--- src/rtl/waveform_clock_mc.sv ---
// Multi-channel programmable waveform clock generator: per-channel toggle (square)
// or pulse (strobe) output, with shadowed prescalers applied only at period boundaries.
module waveform_clock_mc #(
  parameter int unsigned CH_NUM    = 2,
  parameter int unsigned PSC_WIDTH = 16
) (
  input  logic                          sys_clk_i,
  input  logic                          sys_rst_i,
  input  logic [CH_NUM-1:0]             wc_en_i,
  input  logic [CH_NUM-1:0]             wc_mode_i,
  input  logic [CH_NUM*PSC_WIDTH-1:0]   wc_psc_i,
  input  logic                          wc_load_i,
  input  logic                          wc_sync_i,
  output logic [CH_NUM-1:0]             wc_clk_o,
  output logic [CH_NUM-1:0]             wc_tick_o,
  output logic                          wc_load_pend_o
);

  localparam logic [PSC_WIDTH-1:0] ONE = PSC_WIDTH'(1);

  logic [PSC_WIDTH-1:0] shadow [CH_NUM];
  logic [PSC_WIDTH-1:0] active [CH_NUM];
  logic [PSC_WIDTH-1:0] cnt    [CH_NUM];
  logic [PSC_WIDTH-1:0] half   [CH_NUM];
  logic [CH_NUM-1:0]    mode_q;
  logic [CH_NUM-1:0]    pend;
  logic [CH_NUM-1:0]    clk_q;
  logic [CH_NUM-1:0]    tick_q;
  logic [CH_NUM-1:0]    idle;
  logic [CH_NUM-1:0]    term;
  logic [CH_NUM-1:0]    boundary;
  logic [CH_NUM-1:0]    xfer;

  // An idle channel has no waveform to truncate, so a pending shadow may land at once.
  always_comb begin
    for (int unsigned k = 0; k < CH_NUM; k++) begin
      half[k]     = active[k] >> 1;
      idle[k]     = mode_q[k] ? (active[k] == '0) : (half[k] == '0);
      term[k]     = mode_q[k] ? (cnt[k] == active[k] - ONE) : (cnt[k] == half[k] - ONE);
      boundary[k] = !idle[k] && term[k] && (mode_q[k] || clk_q[k]);
      xfer[k]     = pend[k] && (!wc_en_i[k] ||
                    ((wc_mode_i[k] == mode_q[k]) && (idle[k] || boundary[k])));
    end
  end

  always_ff @(posedge sys_clk_i or negedge sys_rst_i) begin
    if (!sys_rst_i) begin
      for (int unsigned k = 0; k < CH_NUM; k++) begin
        shadow[k] <= '0;
        active[k] <= '0;
        cnt[k]    <= '0;
      end
      mode_q <= '0;
      pend   <= '0;
      clk_q  <= '0;
      tick_q <= '0;
    end else begin
      for (int unsigned k = 0; k < CH_NUM; k++) begin
        if (wc_sync_i) begin
          cnt[k]    <= '0;
          clk_q[k]  <= 1'b0;
          tick_q[k] <= 1'b0;
          mode_q[k] <= wc_mode_i[k];
          pend[k]   <= 1'b0;
          if (wc_load_i) begin
            shadow[k] <= wc_psc_i[k*PSC_WIDTH +: PSC_WIDTH];
            active[k] <= wc_psc_i[k*PSC_WIDTH +: PSC_WIDTH];
          end else if (pend[k]) begin
            active[k] <= shadow[k];
          end
        end else begin
          // Transfer uses the old shadow; a coincident load re-arms pending afterwards.
          if (xfer[k]) begin
            active[k] <= shadow[k];
            pend[k]   <= 1'b0;
          end
          if (wc_load_i) begin
            shadow[k] <= wc_psc_i[k*PSC_WIDTH +: PSC_WIDTH];
            pend[k]   <= 1'b1;
          end
          if (!wc_en_i[k] || (wc_mode_i[k] != mode_q[k]) || idle[k]) begin
            cnt[k]    <= '0;
            clk_q[k]  <= 1'b0;
            tick_q[k] <= 1'b0;
            mode_q[k] <= wc_mode_i[k];
          end else if (mode_q[k]) begin
            if (term[k]) begin
              cnt[k]    <= '0;
              clk_q[k]  <= 1'b1;
              tick_q[k] <= 1'b1;
            end else begin
              cnt[k]    <= cnt[k] + ONE;
              clk_q[k]  <= 1'b0;
              tick_q[k] <= 1'b0;
            end
          end else begin
            if (term[k]) begin
              cnt[k]    <= '0;
              clk_q[k]  <= ~clk_q[k];
              tick_q[k] <= ~clk_q[k];
            end else begin
              cnt[k]    <= cnt[k] + ONE;
              tick_q[k] <= 1'b0;
            end
          end
        end
      end
    end
  end

  assign wc_clk_o       = clk_q;
  assign wc_tick_o      = tick_q;
  assign wc_load_pend_o = |pend;

endmodule

--- config.mk ---
export PLATFORM = sky130hd
export DESIGN_NAME = waveform_clock_mc
export DESIGN_NICKNAME = d
export VERILOG_FILES = /design/src/rtl/waveform_clock_mc.sv
export SDC_FILE = /design/constraint.sdc
export NUM_CORES = 1
export LEC_CHECK = 0
export BUFFER_PORTS_ARGS = -buffer_cell sky130_fd_sc_hd__buf_2
export CORE_ASPECT_RATIO = 0.9
export CORE_UTILIZATION = 55
export DETAILED_ROUTE_END_ITERATION = 6
export GPL_ROUTABILITY_DRIVEN = 0
export PLACE_DENSITY = 0.75
export SETUP_SLACK_MARGIN = 0.2
export SLEW_MARGIN = 25
export SYNTH_ARGS = -nofsm -noshare
export SYNTH_HDL_FRONTEND = slang
export SYNTH_SLANG_ARGS = --single-unit
--- constraint.sdc ---
create_clock -name sys_clk_i -period 7.1 [get_ports sys_clk_i]
set_clock_uncertainty 0.05 [all_clocks]
set_input_delay 0.71 -clock sys_clk_i [delete_from_list [all_inputs] [get_ports sys_clk_i]]
set_output_delay 0.71 -clock sys_clk_i [all_outputs]
set_load 0.02 [all_outputs]
==> results of run 1 <==
-- layout by cell type (no fill, tap or decap), drive strengths merged, types with 5 or more instances in the layout --
| master | n |
|---|---|
| dfrtp | 104 |
| nand2 | 77 |
| nor2 | 60 |
| buf | 48 |
| o21ai | 45 |
| xor2 | 35 |
| xnor2 | 31 |
| inv | 28 |
| mux2i | 26 |
| nand3 | 24 |
| a221o | 18 |
| a22oi | 18 |
| mux2 | 17 |
| a21boi | 17 |
| and3 | 12 |
| a21oi | 11 |
| nor4 | 10 |
| or3 | 9 |
| clkbuf | 9 |
| a211oi | 9 |
| nand4 | 8 |
| nor3 | 8 |
| nand2b | 7 |
| nor2b | 7 |
| o31ai | 5 |
-- metrics by stage --
step / cells / total power, mW / utilization
after floorplan: 703 / 1.008 / -
after global placement: 859 / 1.088 / 0.5867
after detailed placement: 859 / 1.103 / 0.5869
after CTS: 875 / 1.597 / 0.6116
after global routing: 875 / 1.672 / 0.6116
final: 875 / 1.593 / 0.6116
-- area by class of cell --
cell class                      instances  area, µm²  area share
Clock inverter                          7      60.06    0.008518
Timing Repair Buffer                   48      252.7     0.03585
Inverter                               23      86.33     0.01224
Sequential cell                       104       2603      0.3691
Tap cell                              156      195.2     0.02768
Multi-Input combinational cell        528       3628      0.5146
Clock buffer                            9      225.2     0.03194
-- cells by family (layout without fill, tap and decap cells) --
group	count (synthesis)	count (layout)	synth area share
AO/OA/AOI/OAI	166	166	0.1924
AND/OR/NAND/NOR	249	249	0.1968
XOR/XNOR	66	66	0.08837
buffers and inverters	71	87	0.04782
adder cells (fa/ha/maj)	4	4	0.007651
multiplexers	43	43	0.06905
flip-flops	104	104	0.3979
-- per-layer routing --
metal  routed length [µm]  share of wire
met3                  898          0.060
met5                    0              0
met1                 7171           0.48
met4                  223          0.015
met2                 6553           0.44
-- worst max-delay path: stages (launching register included) --
cell and delay, ps:
dfrtp_1 320, buf_4 410, mux2i_1 350, ha_1 300
nand2b_1 90, and3b_1 330, a31o_2 190, nand4b_1 130
nor4b_2 290, nand4bb_1 300, o41ai_4 910, a22oi_1 190
o21ai_0 130
-- registers in the layout, summed over array words and instances (netlist names) --
register and count:
active 32, cnt 32, shadow 32, mode_q 2, pend 2, wc_clk_o 2
wc_tick_o 2
-- where the power goes --
group | internal, mW | switching [mW]
logic | 0.165 | 0.202
registers | 0.644 | 0.0914
clock network | 0.246 | 0.245
-- path summary, 6_finish.rpt --
path	end	slack [ps]	cells after the start
worst max-delay path	active[31]$_DFFE_PN0P_	3010	12
worst max register to register	active[31]$_DFFE_PN0P_	3010	12
worst min-delay path	shadow[6]$_DFFE_PN0P_	260	1
max in group asynchronous	cnt[24]$_DFF_PN0_	5540	2
worst min register to register	active[19]$_DFFE_PN0P_	460	2
min in group sys_clk_i	active[19]$_DFFE_PN0P_	460	2
==> metrics.md, run 1 <==
| Metric | Value |
|---|---|
| Leakage | a little under 3 nW |
| CTS tree | built |
| Die span in y | around 110 µm |
| Post-DP Area | a little under 7000 µm² |
| R2r startpoint | mode_q[0]$_DFFE_PN0P_ |
| Tcrit/Tclk final | 0.5754 |
| Status | finished, violations left |
| Largest net degree at the start of global routing | 65 |
| H-tree levels | 3 |
| Worst slew pin tran | 990.0 ps |
| CP Launch Point | mode_q[0]$_DFFE_PN0P_ |
| Largest cells by area after synthesis | dfrtp_1 (40%), xor2_1 (4.7%), nand2_1 (4.4%) |
| Die area | 12,330 µm² |
| Met3 usage in global routing | 0.04428 |
| CTS max path bufs | 2 |
| Final setup vio count | 0 |
| Crit Path Class | reg2reg |
| Final Critical Period | 4085 ps |
| Max Fclk | 244.8 MHz |
| Nets | ~760 |
| CTS Hold Bufs | 0 |
| Count leader, synth | dfrtp_1 |
| Max transition margin | 0.3400 |
| Synth warnings | 0 |
| Std cell rows | 37 |
| GR Util All Layers | 0.2649 |
| Post-synthesis average cell area | 9.305 µm² |
| Core area | 11,530 µm² |
| Max Cap Violations | 0 |
| Yosys reg bits | approximately 100 |
| Most frequent cells after synthesis | dfrtp_1 (104), nand2_1 (77), nor2_1 (60) |
| Peak supply drop | about 210 µV |
| DRC viols | 2 |
| Clock root buffer | clkbuf_16 |
| Final Hold Viols | 0 |
| Post-place setup slack | 3190 ps |
| Area added between synthesis and finish | 7.785% |
| Post-synth EDFFs | 0 |
| Mapped Cells | 703 |
| Dpl hpwl | about 10,000 µm |
| Vias in the first global route | 5,143 |
| Cell variety after synth | 77 |
| RSZ-0062 raised after global routing | false |
| Critical-path maximum fanout | 40 |
| Starting DRC count in detailed routing | approximately 420 |
| Worst Hold Class | in2async |
| Die width | ~120 µm |
| First-pass GRT wire length | about 25,000 µm |
| I/O pins | 45 |
| Via density | 6.112 |
| Required arrival time at the worst endpoint | 7320 ps |
| Sequential-to-total area share from yosys stat | 0.3979 |
| Share of cells above drive strength 1 | 0.1502 |
| Dominant cell type by area after synthesis | dfrtp_1 |
| Routed WL per cell | 16.97 µm |
| CTS clk-pin slew, worst paths | 80 ps |
| Met2 Resource Use GR | 0.3880 |
| # clock sinks | 104 |
| Clk_lat worst skew | 360 ps |
| Post-CTS Resized | 0 |
| Max Slew Vio Count | 0 |
| Post-synth net total | 747 |
| Data arrival, critical path | 4310 ps |
| Initial antenna violation count | 0 |
| Initial cell density of the core | 0.5675 |
| Critical path capture point type | flop |
| Num CTS Buffers | 9 |
| Design area | 7051 µm² |
| Count of input and output buffers | 44 |
| Number of post-CTS setup repair buffers | 0 |
| FILL cells | 958 |
| Fin Hold WS | 261.4 ps |
| Share of the synthesized area in the top cell type | 0.3979 |
| Detailed Route WL | approximately 15,000 µm |
| Grt peak-use layer | met1 |
| Ys flop type | dfrtp_1 |
| Startpoint class of the critical path | flop |
| Final setup TNS | 0 ps |
| DR vias | approximately 5,300 |
| Pre-antenna DRT Iters | 7 |
| Met1 usage | 0.4008 |
| Post-Syn Area | roughly 6500 µm² |
| Asr flop ratio synth | 1.000 |
| GRT overflow | 0 |
| Setup ws final | 3015 ps |
| Failing checks | design-rule violations |
| Cell area power density | between 200 and 250 nW/µm² |
| Antenna-violating nets left | 0 |
| Antenna cells | 0 |
Power figures use the tool's default switching activity.
==> inputs of run 2 (changes only) <==
--- a/config.mk
+++ b/config.mk
@@ -5,12 +5,13 @@
 export SDC_FILE = /design/constraint.sdc
 export NUM_CORES = 1
 export LEC_CHECK = 0
+export ABC_AREA = 1
 export BUFFER_PORTS_ARGS = -buffer_cell sky130_fd_sc_hd__buf_2
 export CORE_ASPECT_RATIO = 0.9
 export CORE_UTILIZATION = 55
 export DETAILED_ROUTE_END_ITERATION = 6
 export GPL_ROUTABILITY_DRIVEN = 0
-export PLACE_DENSITY = 0.75
+export PLACE_DENSITY = 0.77
 export SETUP_SLACK_MARGIN = 0.2
 export SLEW_MARGIN = 25
 export SYNTH_ARGS = -nofsm -noshare
==> constraint.sdc (replaced) <==
create_clock -name sys_clk_i -period 3.4 [get_ports sys_clk_i]
set_clock_uncertainty 0.05 [all_clocks]
set_input_delay 0.34 -clock sys_clk_i [delete_from_list [all_inputs] [get_ports sys_clk_i]]
set_output_delay 0.34 -clock sys_clk_i [all_outputs]
set_load 0.02 [all_outputs]
==> metrics.md, run 2 <==
| Metric | Value |
|---|---|
| CTS clk-pin slew, worst paths | about 70 ps |
| Std cell rows | 39 |
| Dpl hpwl | about 12,000 µm |
| H-tree levels | 3 |
| CTS max path bufs | 2 |
| CP Launch Point | mode_q[0]$_DFFE_PN0P_ |
| Dominant cell type by area after synthesis | dfrtp_1 |
| Fin util | 0.6215 |
| DR vias | between 6,000 and 7,000 |
| Initial cell density of the core | 0.5655 |
| Pre-antenna DRT Iters | 7 |
| Ys flop type | dfrtp_1 |
| Die width | between 100 and 150 µm |
| Share of cells above drive strength 1 | 0.1107 |
| Final setup vio count | 0 |
| Non-filler cells, final | 1,284 |
| Largest net degree at the start of global routing | 40 |
| Design area | 7915 µm² |
| # clock sinks | 104 |
| Psw | 1.252 mW |
| Data arrival, critical path | 3090 ps |
| Clk_lat worst skew | ~360 ps |
| Failing checks | design-rule violations |
| Tcrit/Tclk final | 0.8537 |
| R2r startpoint | mode_q[0]$_DFFE_PN0P_ |
| Post-synthesis average cell area | 6.681 µm² |
| Routed WL per cell | 12.82 µm |
| Design Power | 3.568 mW |
| Die span in y | 110.6 µm |
| Detailed Route WL | 16,460 µm |
| Sequential share of power | 0.400 |
| Critical-path maximum fanout | 10 |
| Antenna cells | 0 |
| Area occupied by registers | ~2600 µm² |
| Post-DP Area | approximately 7400 µm² |
| Post-synth EDFFs | 0 |
| Peak supply drop | 337.1 µV |
| HP Start | wc_mode_i[0] |
| Mapped Cells | about 1,100 |
| GRT overflow | 0 |
| Clock root buffer | clkbuf_16 |
| Top flop regs | active (32), cnt (32), shadow (32) |
| Worst Hold Class | in2reg |
| Via density | ~5.3 |
| DP Cell Count | 1,255 |
| Count of input and output buffers | between 40 and 50 |
| Required arrival time at the worst endpoint | 3590 ps |
| DRC viols | 1 |
| Most frequent cells after synthesis | nand2_1 (399), inv_1 (127), dfrtp_1 (104) |
| Max Cap Violations | 0 |
| Share of the synthesized area in the top cell type | 0.3614 |
| Largest cells by area after synthesis | dfrtp_1 (36%), nand2_1 (21%), nand3_1 (6.8%) |
| Antenna-violating nets left | 0 |
| First-pass GRT wire length | approximately 28,000 µm |
| I/O pins | 45 |
| Asr flop ratio synth | 1.000 |
| Nets | 1,159 |
| Sw Ratio | 0.3508 |
| Max transition margin | 0.5587 |
| Initial antenna violation count | 0 |
| RSZ-0062 raised after global routing | false |
| Setup ws final | 497.3 ps |
| Internal Power | 2.316 mW |
| CTS tree | built |
| FILL cells | about 1,200 |
| Max Fclk | 344.5 MHz |
| Worst slew pin tran | roughly 660 ps |
| GR Util All Layers | 0.2592 |
| Yosys reg bits | 104 |
| Cell variety after synth | 43 |
| Most frequent cells in the layout | nand2_1 (397), inv_1 (127), dfrtp_1 (102) |
| Final Critical Period | 2903 ps |
| Final Hold Viols | 0 |
| Startpoint class of the critical path | flop |
| Cell area power density | 450.7 nW/µm² |
| Max Slew Vio Count | 0 |
| Logic pwr share | 0.287 |
| Leakage | 3.983 nW |
| Synth warnings | 0 |
| Post-Syn Area | roughly 7200 µm² |
| Post-place setup slack | approximately 96 ps |
| Final setup TNS | 0 ps |
| Vias in the first global route | 5,880 |
| Clock Power Share | 0.313 |
| Die area | 13,560 µm² |
| Area added between synthesis and finish | 9.903% |
| Crit Path Class | reg2reg |
| Post-synth net total | 1,122 |
| Most common cell after layout, fill and taps aside | nand2_1 |
| Core area | 12,740 µm² |
| Count leader, synth | nand2_1 |
| Num CTS Buffers | 9 |
| Fin Hold WS | 64.47 ps |
| Starting DRC count in detailed routing | 497 |
| Critical path capture point type | flop |
| Multi-input logic area | 3906 µm² |
| Sequential-to-total area share from yosys stat | 0.3614 |
| Status | finished, violations left |
## run 2: cell count changes after synthesis, moves of 11 or more
cell / previous run / this run
inv_1: 23 / 127
a21boi_0: 17 / 0
nand3_1: 22 / 98
o21ai_0: 41 / 72
nand2_1: 77 / 399
xnor2_1: 31 / 5
a22oi_1: 18 / 1
mux2i_1: 26 / 0
clkbuf_1: 29 / 18
nor3_1: 6 / 32
a221o_1: 18 / 0
mux2_2: 17 / 0
## run 2: worst max-delay path: stages, from the launching register on
cell and delay, ps:
dfrtp_2 480, nand2_1 130, o21ai_2 90, inv_1 140, ha_1 210, nand3_1 180
nor2_4 210, nand2_1 110, nor2_1 190, nand3_1 100, nand2_1 70, nor2_1 40
nand2_1 50, nor2_1 50, nand4_1 90, nand2_1 60, nand2_1 100, nand2_4 90
buf_4 160, nand3_1 80, nand2_1 90
## run 2: cells by family after synthesis
logic type               Yosys count  synth area share
AO/OA/AOI/OAI                    105           0.07992
XOR/XNOR                          44           0.05733
adder cells (fa/ha/maj)            4          0.006950
buffers and inverters            170            0.1035
flip-flops                       104            0.3614
AND/OR/NAND/NOR                  651            0.3909
## run 2: power groups by stage
stage | Clock, mW | Sequential (mW) | Combinational (mW)
finish | 1.12 | 1.43 | 1.03
global route | 1.19 | 1.44 | 1.17
CTS | 1.14 | 1.42 | 0.978
detailed placement | 0 | 1.45 | 0.969
global placement | 0 | 1.44 | 0.956
floorplan | 0 | 1.42 | 0.776
## run 2: worst paths after layout
| check | to | slack (ps) | depth (start not counted) |
|---|---|---|---|
| max | active[16]$_DFFE_PN0P_ | 500 | 20 |
| min | mode_q[0]$_DFFE_PN0P_ | 60 | 1 |
| max reg2reg | active[16]$_DFFE_PN0P_ | 500 | 20 |
| min reg2reg | active[0]$_DFFE_PN0P_ | 460 | 2 |
| max in group asynchronous | mode_q[0]$_DFFE_PN0P_ | 2020 | 3 |
| min in group asynchronous | cnt[17]$_DFF_PN0_ | 450 | 2 |
## run 2: final cells by class
type,count,share of cell area
Tap cell,164,0.02592
Clock inverter,4,0.007114
Clock buffer,12,0.03367
Sequential cell,104,0.3291
Inverter,131,0.06276
Timing Repair Buffer,64,0.04790
Multi-Input combinational cell,805,0.4935
## run 2: per-layer routing
metal,track usage,part of all wire,wire (µm),vias to the layer above
met5,0,0,0,-
met4,0.05528,0.011,189,0
met3,0.06353,0.071,1176,16
met2,0.3629,0.42,6913,223
met1,0.4009,0.50,8180,3020
li1,-,-,-,3503
## run 2: what timing repair did
action / CTS / global route
hold buffers: 1 / 0
setup endpoints to repair: 26 / 62
setup buffers: 0 / 11
pin swaps: 0 / 1
cloned: 0 / 1
gates resized for setup: 1 / 13
endpoints found under the hold margin: 37 / 0
